<file path="src/rtl/uart_pkg.sv">
// rtl/uart_pkg.sv - UART register map, config values, protocol bytes and arbiter state encoding
package uart_pkg;

  localparam logic [2:0] ADDR_THR = 3'd0;
  localparam logic [2:0] ADDR_DLL = 3'd0;
  localparam logic [2:0] ADDR_DLM = 3'd1;
  localparam logic [2:0] ADDR_FCR = 3'd2;
  localparam logic [2:0] ADDR_LCR = 3'd3;

  localparam logic [7:0] LCR_DLAB_8N1 = 8'h83;
  localparam logic [7:0] LCR_8N1      = 8'h03;
  localparam logic [7:0] FCR_FIFO_EN  = 8'h07;

  localparam logic [7:0] PROTO_START_IMAGE    = 8'h01;
  localparam logic [7:0] PROTO_ACK            = 8'h06;
  localparam logic [7:0] PROTO_END_IMAGE      = 8'h03;
  localparam logic [7:0] PROTO_IMAGE_RECEIVED = 8'h16;

  localparam logic [2:0] CFG_LAST = 3'd4;

  typedef enum logic [2:0] {
    ST_INIT_WR,
    ST_INIT_WAIT,
    ST_IDLE,
    ST_GRANT,
    ST_WRITE,
    ST_WAIT_BUSY,
    ST_WAIT_RDY
  } arb_state_t;

  typedef struct packed {
    logic [2:0] addr;
    logic [7:0] data;
  } uart_wr_t;

endpackage

</file>
<file path="src/rtl/uart_tx_arbiter_if.sv">
// rtl/uart_tx_arbiter_if.sv - requester handshakes and UART write port seen by the arbiter
interface uart_tx_arbiter_if;
  logic       req0_valid;
  logic [7:0] req0_data;
  logic       req0_ready;
  logic       req1_valid;
  logic [7:0] req1_data;
  logic       req1_ready;
  logic       uart_tx_en;
  logic [2:0] uart_waddr;
  logic [7:0] uart_wdata;
  logic       uart_tx_rdy_n;

  modport master (
    input  req0_valid, req0_data, req1_valid, req1_data, uart_tx_rdy_n,
    output req0_ready, req1_ready, uart_tx_en, uart_waddr, uart_wdata
  );

  modport slave (
    output req0_valid, req0_data, req1_valid, req1_data, uart_tx_rdy_n,
    input  req0_ready, req1_ready, uart_tx_en, uart_waddr, uart_wdata
  );
endinterface

</file>
<file path="src/rtl/uart_cfg_rom.sv">
// rtl/uart_cfg_rom.sv - UART power-up register writes indexed by cfg_idx
module uart_cfg_rom
  import uart_pkg::*;
#(
  parameter logic [15:0] BAUD_DIV = 16'd15
) (
  input  logic [2:0] cfg_idx,
  output uart_wr_t   cfg_wr
);

  // DLAB must be set before the divisor latches and cleared before the FIFO write.
  always_comb begin
    cfg_wr = '{addr: ADDR_THR, data: 8'h00};
    case (cfg_idx)
      3'd0:    cfg_wr = '{addr: ADDR_LCR, data: LCR_DLAB_8N1};
      3'd1:    cfg_wr = '{addr: ADDR_DLL, data: BAUD_DIV[7:0]};
      3'd2:    cfg_wr = '{addr: ADDR_DLM, data: BAUD_DIV[15:8]};
      3'd3:    cfg_wr = '{addr: ADDR_LCR, data: LCR_8N1};
      3'd4:    cfg_wr = '{addr: ADDR_FCR, data: FCR_FIFO_EN};
      default: cfg_wr = '{addr: ADDR_THR, data: 8'h00};
    endcase
  end

endmodule

</file>
<file path="src/rtl/uart_tx_arbiter.sv">
// rtl/uart_tx_arbiter.sv - UART write-port owner: config sequencer plus two-port byte arbiter
module uart_tx_arbiter
  import uart_pkg::*;
#(
  parameter logic [15:0] BAUD_DIV   = 16'd15,
  parameter logic [3:0]  MAX_BURST  = 4'd8,
  parameter logic [2:0]  BUSY_WIN   = 3'd4,
  parameter logic [15:0] TX_TIMEOUT = 16'd8191
) (
  input  logic              clk,
  input  logic              reset_n,
  uart_tx_arbiter_if.master bus,
  output logic              init_done,
  output logic              grant_id,
  output logic              busy,
  output logic              err_timeout
);

  arb_state_t  state_q, state_d;
  logic [2:0]  cfg_idx_q, cfg_idx_d;
  logic [3:0]  burst_q, burst_d;
  logic [15:0] cnt_q, cnt_d;
  logic        rdy0_q, rdy0_d;
  logic        rdy1_q, rdy1_d;
  logic        tx_en_q, tx_en_d;
  logic [2:0]  waddr_q, waddr_d;
  logic [7:0]  wdata_q, wdata_d;
  logic        done_q, done_d;
  logic        gid_q, gid_d;
  logic        err_q, err_d;
  uart_wr_t    cfg_wr;
  logic        pick1;

  uart_cfg_rom #(.BAUD_DIV(BAUD_DIV)) u_cfg_rom (
    .cfg_idx (cfg_idx_q),
    .cfg_wr  (cfg_wr)
  );

  // Port 1 wins only when port 0 is absent or has used up its burst allowance.
  assign pick1 = !bus.req0_valid || (bus.req1_valid && burst_q == MAX_BURST);

  always_ff @(posedge clk) begin
    if (!reset_n) begin
      state_q   <= ST_INIT_WR;
      cfg_idx_q <= 3'd0;
      burst_q   <= 4'd0;
      cnt_q     <= 16'd0;
      rdy0_q    <= 1'b0;
      rdy1_q    <= 1'b0;
      tx_en_q   <= 1'b0;
      waddr_q   <= 3'd0;
      wdata_q   <= 8'h00;
      done_q    <= 1'b0;
      gid_q     <= 1'b0;
      err_q     <= 1'b0;
    end else begin
      state_q   <= state_d;
      cfg_idx_q <= cfg_idx_d;
      burst_q   <= burst_d;
      cnt_q     <= cnt_d;
      rdy0_q    <= rdy0_d;
      rdy1_q    <= rdy1_d;
      tx_en_q   <= tx_en_d;
      waddr_q   <= waddr_d;
      wdata_q   <= wdata_d;
      done_q    <= done_d;
      gid_q     <= gid_d;
      err_q     <= err_d;
    end
  end

  // Every action is registered, so strobes appear in the cycle after the state that requests them.
  always_comb begin
    state_d   = state_q;
    cfg_idx_d = cfg_idx_q;
    burst_d   = burst_q;
    cnt_d     = cnt_q;
    rdy0_d    = 1'b0;
    rdy1_d    = 1'b0;
    tx_en_d   = 1'b0;
    waddr_d   = waddr_q;
    wdata_d   = wdata_q;
    done_d    = done_q;
    gid_d     = gid_q;
    err_d     = err_q;
    case (state_q)
      ST_INIT_WR: begin
        tx_en_d = 1'b1;
        waddr_d = cfg_wr.addr;
        wdata_d = cfg_wr.data;
        cnt_d   = 16'd0;
        state_d = ST_INIT_WAIT;
      end
      ST_INIT_WAIT: begin
        if (cnt_q == 16'd1) begin
          cnt_d     = 16'd0;
          cfg_idx_d = cfg_idx_q + 3'd1;
          if (cfg_idx_q == CFG_LAST) begin
            done_d  = 1'b1;
            state_d = ST_IDLE;
          end else begin
            state_d = ST_INIT_WR;
          end
        end else begin
          cnt_d = cnt_q + 16'd1;
        end
      end
      ST_IDLE: begin
        if (!bus.uart_tx_rdy_n && (bus.req0_valid || bus.req1_valid)) begin
          rdy0_d  = !pick1;
          rdy1_d  = pick1;
          gid_d   = pick1;
          state_d = ST_GRANT;
        end
      end
      ST_GRANT: begin
        waddr_d = ADDR_THR;
        wdata_d = gid_q ? bus.req1_data : bus.req0_data;
        if (!gid_q && bus.req1_valid) begin
          burst_d = (burst_q == MAX_BURST) ? burst_q : burst_q + 4'd1;
        end else begin
          burst_d = 4'd0;
        end
        state_d = ST_WRITE;
      end
      ST_WRITE: begin
        tx_en_d = 1'b1;
        cnt_d   = 16'd0;
        state_d = ST_WAIT_BUSY;
      end
      ST_WAIT_BUSY: begin
        // Some UARTs never show a busy phase; give up watching after the window.
        if (bus.uart_tx_rdy_n || cnt_q == {13'd0, BUSY_WIN} - 16'd1) begin
          cnt_d   = 16'd0;
          state_d = ST_WAIT_RDY;
        end else begin
          cnt_d = cnt_q + 16'd1;
        end
      end
      ST_WAIT_RDY: begin
        if (!bus.uart_tx_rdy_n) begin
          state_d = ST_IDLE;
        end else if (cnt_q == TX_TIMEOUT) begin
          err_d   = 1'b1;
          state_d = ST_IDLE;
        end else begin
          cnt_d = cnt_q + 16'd1;
        end
      end
      default: state_d = ST_IDLE;
    endcase
  end

  assign bus.req0_ready = rdy0_q;
  assign bus.req1_ready = rdy1_q;
  assign bus.uart_tx_en = tx_en_q;
  assign bus.uart_waddr = waddr_q;
  assign bus.uart_wdata = wdata_q;
  assign init_done      = done_q;
  assign grant_id       = gid_q;
  assign busy           = (state_q != ST_IDLE);
  assign err_timeout    = err_q;

endmodule
</file>
<file path="src/flat_wrapper.sv">
// flat-port wrapper written by rule: the top's interface ports become plain ports
module uart_tx_arbiter_flat import uart_pkg::*;
#(
  parameter logic [15:0] BAUD_DIV   = 16'd15,
  parameter logic [3:0]  MAX_BURST  = 4'd8,
  parameter logic [2:0]  BUSY_WIN   = 3'd4,
  parameter logic [15:0] TX_TIMEOUT = 16'd8191
)
  (clk, reset_n, init_done, grant_id, busy, err_timeout, bus_req0_valid, bus_req0_data, bus_req1_valid, bus_req1_data, bus_uart_tx_rdy_n, bus_req0_ready, bus_req1_ready, bus_uart_tx_en, bus_uart_waddr, bus_uart_wdata);
  uart_tx_arbiter_if bus_i ();
  input  logic clk;
  input  logic reset_n;
  output logic init_done;
  output logic grant_id;
  output logic busy;
  output logic err_timeout;
  input wire logic [$bits(bus_i.req0_valid)-1:0] bus_req0_valid;
  input wire logic [$bits(bus_i.req0_data)-1:0] bus_req0_data;
  input wire logic [$bits(bus_i.req1_valid)-1:0] bus_req1_valid;
  input wire logic [$bits(bus_i.req1_data)-1:0] bus_req1_data;
  input wire logic [$bits(bus_i.uart_tx_rdy_n)-1:0] bus_uart_tx_rdy_n;
  output wire logic [$bits(bus_i.req0_ready)-1:0] bus_req0_ready;
  output wire logic [$bits(bus_i.req1_ready)-1:0] bus_req1_ready;
  output wire logic [$bits(bus_i.uart_tx_en)-1:0] bus_uart_tx_en;
  output wire logic [$bits(bus_i.uart_waddr)-1:0] bus_uart_waddr;
  output wire logic [$bits(bus_i.uart_wdata)-1:0] bus_uart_wdata;
  assign bus_i.req0_valid = bus_req0_valid;
  assign bus_i.req0_data = bus_req0_data;
  assign bus_i.req1_valid = bus_req1_valid;
  assign bus_i.req1_data = bus_req1_data;
  assign bus_i.uart_tx_rdy_n = bus_uart_tx_rdy_n;
  assign bus_req0_ready = bus_i.req0_ready;
  assign bus_req1_ready = bus_i.req1_ready;
  assign bus_uart_tx_en = bus_i.uart_tx_en;
  assign bus_uart_waddr = bus_i.uart_waddr;
  assign bus_uart_wdata = bus_i.uart_wdata;
  uart_tx_arbiter #(.BAUD_DIV(BAUD_DIV), .MAX_BURST(MAX_BURST), .BUSY_WIN(BUSY_WIN), .TX_TIMEOUT(TX_TIMEOUT)) u_core (.clk(clk), .reset_n(reset_n), .bus(bus_i), .init_done(init_done), .grant_id(grant_id), .busy(busy), .err_timeout(err_timeout));
endmodule
</file>
<file path="config.mk">
export PLATFORM = sky130hd
export DESIGN_NAME = uart_tx_arbiter_flat
export DESIGN_NICKNAME = d
export VERILOG_FILES = /design/src/rtl/uart_pkg.sv /design/src/rtl/uart_tx_arbiter_if.sv /design/src/rtl/uart_cfg_rom.sv /design/src/rtl/uart_tx_arbiter.sv /design/src/flat_wrapper.sv
export SDC_FILE = /design/constraint.sdc
export NUM_CORES = 1
export LEC_CHECK = 0
export CAP_MARGIN = 30
export CORE_UTILIZATION = 35
export DETAILED_ROUTE_END_ITERATION = 10
export HOLD_SLACK_MARGIN = 0.12
export MAX_ROUTING_LAYER = met4
export PLACE_DENSITY = 0.59
export SLEW_MARGIN = 20
export SYNTH_ARGS = -nofsm -noshare
export SYNTH_HDL_FRONTEND = slang
export SYNTH_SLANG_ARGS = --single-unit
export TNS_END_PERCENT = 20
</file>
<file path="constraint.sdc">
create_clock -name clk -period 1.8 [get_ports clk]
set_input_delay 0.18 -clock clk [delete_from_list [all_inputs] [get_ports clk]]
set_output_delay 0.18 -clock clk [all_outputs]
set_load 0.005 [all_outputs]
</file>
==> impl_metrics.json <==
{
  "synthArstFlopShare_pct": 0,
  "cap_violations": 0,
  "synth_compound_area_share_pct": 19.6,
  "highest_layer": "met4",
  "grt_util_all_layers_pct": 17.6,
  "hold_violations": 0,
  "pre_cts_slack_ns": -0.203,
  "grt_pass1_vias": 2159,
  "min-delay-start": "u_core.bus.uart_wdata[7]",
  "critPathLaunchType": "register",
  "gp_congestion": 0.835,
  "dieArea_mm2": 0.00698,
  "worstSetupPathType": "reg -> reg",
  "clock_latency_ns": 0.29,
  "synth-simple-area-share_pct": 27.8,
  "synthFlopType": "dfxtp_1",
  "diodes": 0,
  "outcome": "complete, but fails checks",
  "cts_root_buf": "clkbuf_8",
  "dr_wl_met3_um": 208,
  "cts_max_level": 2,
  "die_h_um": 83.6,
  "leakage_nw": 1.27,
  "cts.clk_slew.worst_paths_ns": 0.08,
  "min_period_over_period_pct": 104,
  "num-fill-cells": 607,
  "drtAntennaViolNets": 0,
  "portBuffers": 37,
  "drive_gt1_share_pct": 24.8,
  "wl_met2_mm": 2.93,
  "ys_warn_count": 0,
  "cp-end-kind": "register",
  "ys_types": 57,
  "hold_path.class": "reg -> reg",
  "synth_top_family_by_area": "simple AND/OR/NAND/NOR gates",
  "power_mw": 2.22,
  "slew_viol_final": 0,
  "vias": 2265,
  "ir_drop_mv": 0.404,
  "cts_tree": "yes",
  "grt_pass1_wl_mm": 9.78,
  "synthCells": 286,
  "critPathArrivalTime_ns": 2.04,
  "drt-wirelength-per-cell_um": 13.4,
  "cts_buffer_depth": 2,
  "grt_overflow": 0,
  "clock_sinks": 42,
  "cp_max_fo": 8,
  "grt_max_degree": 27,
  "violations": "setup timing",
  "fmax_ghz": 0.537,
  "hold_buffers": 0,
  "initial_utilization_pct": 36.5,
  "drt_iter0_markers": 58,
  "core_mm2": 0.00639,
  "startpoint": "u_core.cnt_q[4]",
  "skew_ns": 0.00895,
  "vias_per_cell": 5.19,
  "wl_mm": 5.84,
  "hpwl_mm": 4.30,
  "final.setup.worst_slack_ns": -0.0633,
  "drt-pass1-iter-count": 4,
  "die_w_um": 83.6,
  "crit_required_ns": 1.98,
  "num-nets-final": 389,
  "m1WireLength_mm": 2.65,
  "area_delta_synth_final_pct": 43.2,
  "setup_viol": 9,
  "rows": 29,
  "setup_tns_ns": -0.388,
  "drc_errors": 0,
  "ys_seq_elements": 42,
  "antenna_found_initial": 0,
  "power_density_mw_per_mm2": 665,
  "muxShareOfSynthArea_pct": 4.73,
  "synthesis.nets": 316,
  "cts_made_buffers": 5,
  "pin_count": 39,
  "period_needed_ns": 1.86,
  "utilization_pct": 52.2,
  "synthAdderAreaFrac_pct": 4.84,
  "timing.rr.start": "u_core.cnt_q[4]",
  "synth-edff-count": 0,
  "synth_area_mm2": 0.00233,
  "synth_area_per_cell_um2": 8.14,
  "synth_xor_area_share_pct": 1.13,
  "seq_area_frac_synth_pct": 36.1,
  "rsz0062_at_grt": "yes"
}
## kinds of logic after synthesis
group | count (synthesis)
simple gates | 130
flops | 42
fa+ha+maj | 9
mux | 11
other cells | 1
xor+xnor | 3
compound gates | 65
buf+inv | 25
## cell usage in the layout (no fill, tap or decap), types with 5 or more instances in the layout
cell type / Yosys / layout
a21oi_1: 13 / 11
a22o_1: 6 / 6
buf_4: 2 / 42
clkbuf_8: 0 / 6
clkdlybuf4s50_1: 0 / 36
dfxtp_1: 42 / 32
dfxtp_2: 0 / 5
dfxtp_4: 0 / 5
ha_1: 9 / 7
inv_1: 8 / 7
mux2i_1: 11 / 11
nand2_1: 27 / 27
nand3_1: 8 / 8
nor2_1: 45 / 44
nor2b_1: 6 / 6
nor3_1: 8 / 8
o21ai_0: 13 / 12
## worst paths after layout
| path | endpoint | cells after the start | slack (ns) |
|---|---|---|---|
| max | u_core.cnt_q[5] | 7 | -0.06 |
| min | u_core.bus.uart_wdata[7] | 2 | 0.47 |
| max reg2reg | u_core.cnt_q[5] | 7 | -0.06 |
| min reg2reg | u_core.bus.uart_wdata[7] | 2 | 0.47 |
## what timing repair did
action	4_1_cts	5_1_grt
gates resized for setup	11	26
setup buffers	3	0
endpoints found under the hold margin	0	0
endpoints found under the setup margin	21	24
pin swaps	4	7
## sequential cells by signal, indices dropped and copies added, names as in the netlist
register / cells
u_core.cfg_idx_q: 3
u_core.grant_id: 1
u_core.bus.uart_tx_en: 1
u_core.burst_q: 4
u_core.bus.req1_ready: 1
u_core.bus.req0_ready: 1
u_core.bus.uart_wdata: 8
u_core.bus.uart_waddr: 2
u_core.state_q: 3
u_core.cnt_q: 16
u_core.init_done: 1
u_core.err_timeout: 1
## cell type report
cell class,count,area (um^2),share of cell area [%]
Clock inverter,1,30.0,0.901
Inverter,9,33.8,1.01
Multi-Input combinational cell,219,1500,44.8
Timing Repair Buffer,82,731,21.9
Clock buffer,6,82.6,2.48
Sequential cell,42,866,26.0
Tap cell,77,96.3,2.89
## worst max-delay path, stage by stage, from the launching register on
cell and delay, ns:
dfxtp_4 0.36, nor4_4 0.29, nand4_1 0.22, o21ai_2 0.22
a31o_4 0.24, buf_12 0.13, nor2_1 0.04, a221o_1 0.24
## cells in the mapped netlist, types with 2 or more instances
cell type  instances  share of area [%]
a211oi_1           4                1.3
o2bb2a_1           2               0.86
o21ai_0           13                2.8
or2_2              4                1.1
buf_4              2               0.64
a31oi_1            4                1.1
nor3_1             8                1.7
a311oi_1           2               0.75
ha_1               9                4.8
dfxtp_1           42                 36
or3_1              2               0.54
clkbuf_1           9                1.5
and2_1             2               0.54
nand4_1            4                1.1
nor4_2             2                1.1
nand3_1            8                1.7
nor4_1             5                1.3
inv_1              8                1.3
a21oi_1           13                2.8
xor2_1             2               0.75
nor2b_1            6                1.6
a221o_1            4                1.7
o21ai_1            2               0.43
nor2_1            45                7.3
o21a_1             2               0.64
a22o_1             6                2.3
and3_1             2               0.54
nand2b_1           5                1.3
mux2i_1           11                4.7
nand2_1           27                4.4
o31ai_1            2               0.64
buf_6              4                1.9
## through the flow
stage / instance area, um^2 / hold WS, ns / cells
4_1_cts: 3230 / 0.472 / 436
3_5_place_dp: 3060 / 0.457 / 426
2_1_floorplan: 2360 / 0.326 / 286
6_report: 3330 / 0.470 / 436
5_1_grt: 3330 / 0.491 / 436
3_3_place_gp: 3060 / 0.450 / 426
## layer usage
metal	track usage (%)	up-vias
met1	21.4	1057
met4	4.62	0
met2	29.9	47
met3	3.17	5
met5	-	-
li1	-	1156
## power by group
part | switching (mW) | total, mW | internal, mW | leakage (nW)
sequential | 0.0340 | 0.998 | 0.964 | 0.347
clock | 0.328 | 0.772 | 0.444 | 0.0573
combinational | 0.205 | 0.446 | 0.241 | 0.864
total | 0.567 | 2.22 | 1.65 | 1.27
(Power assumes the default switching activity.)
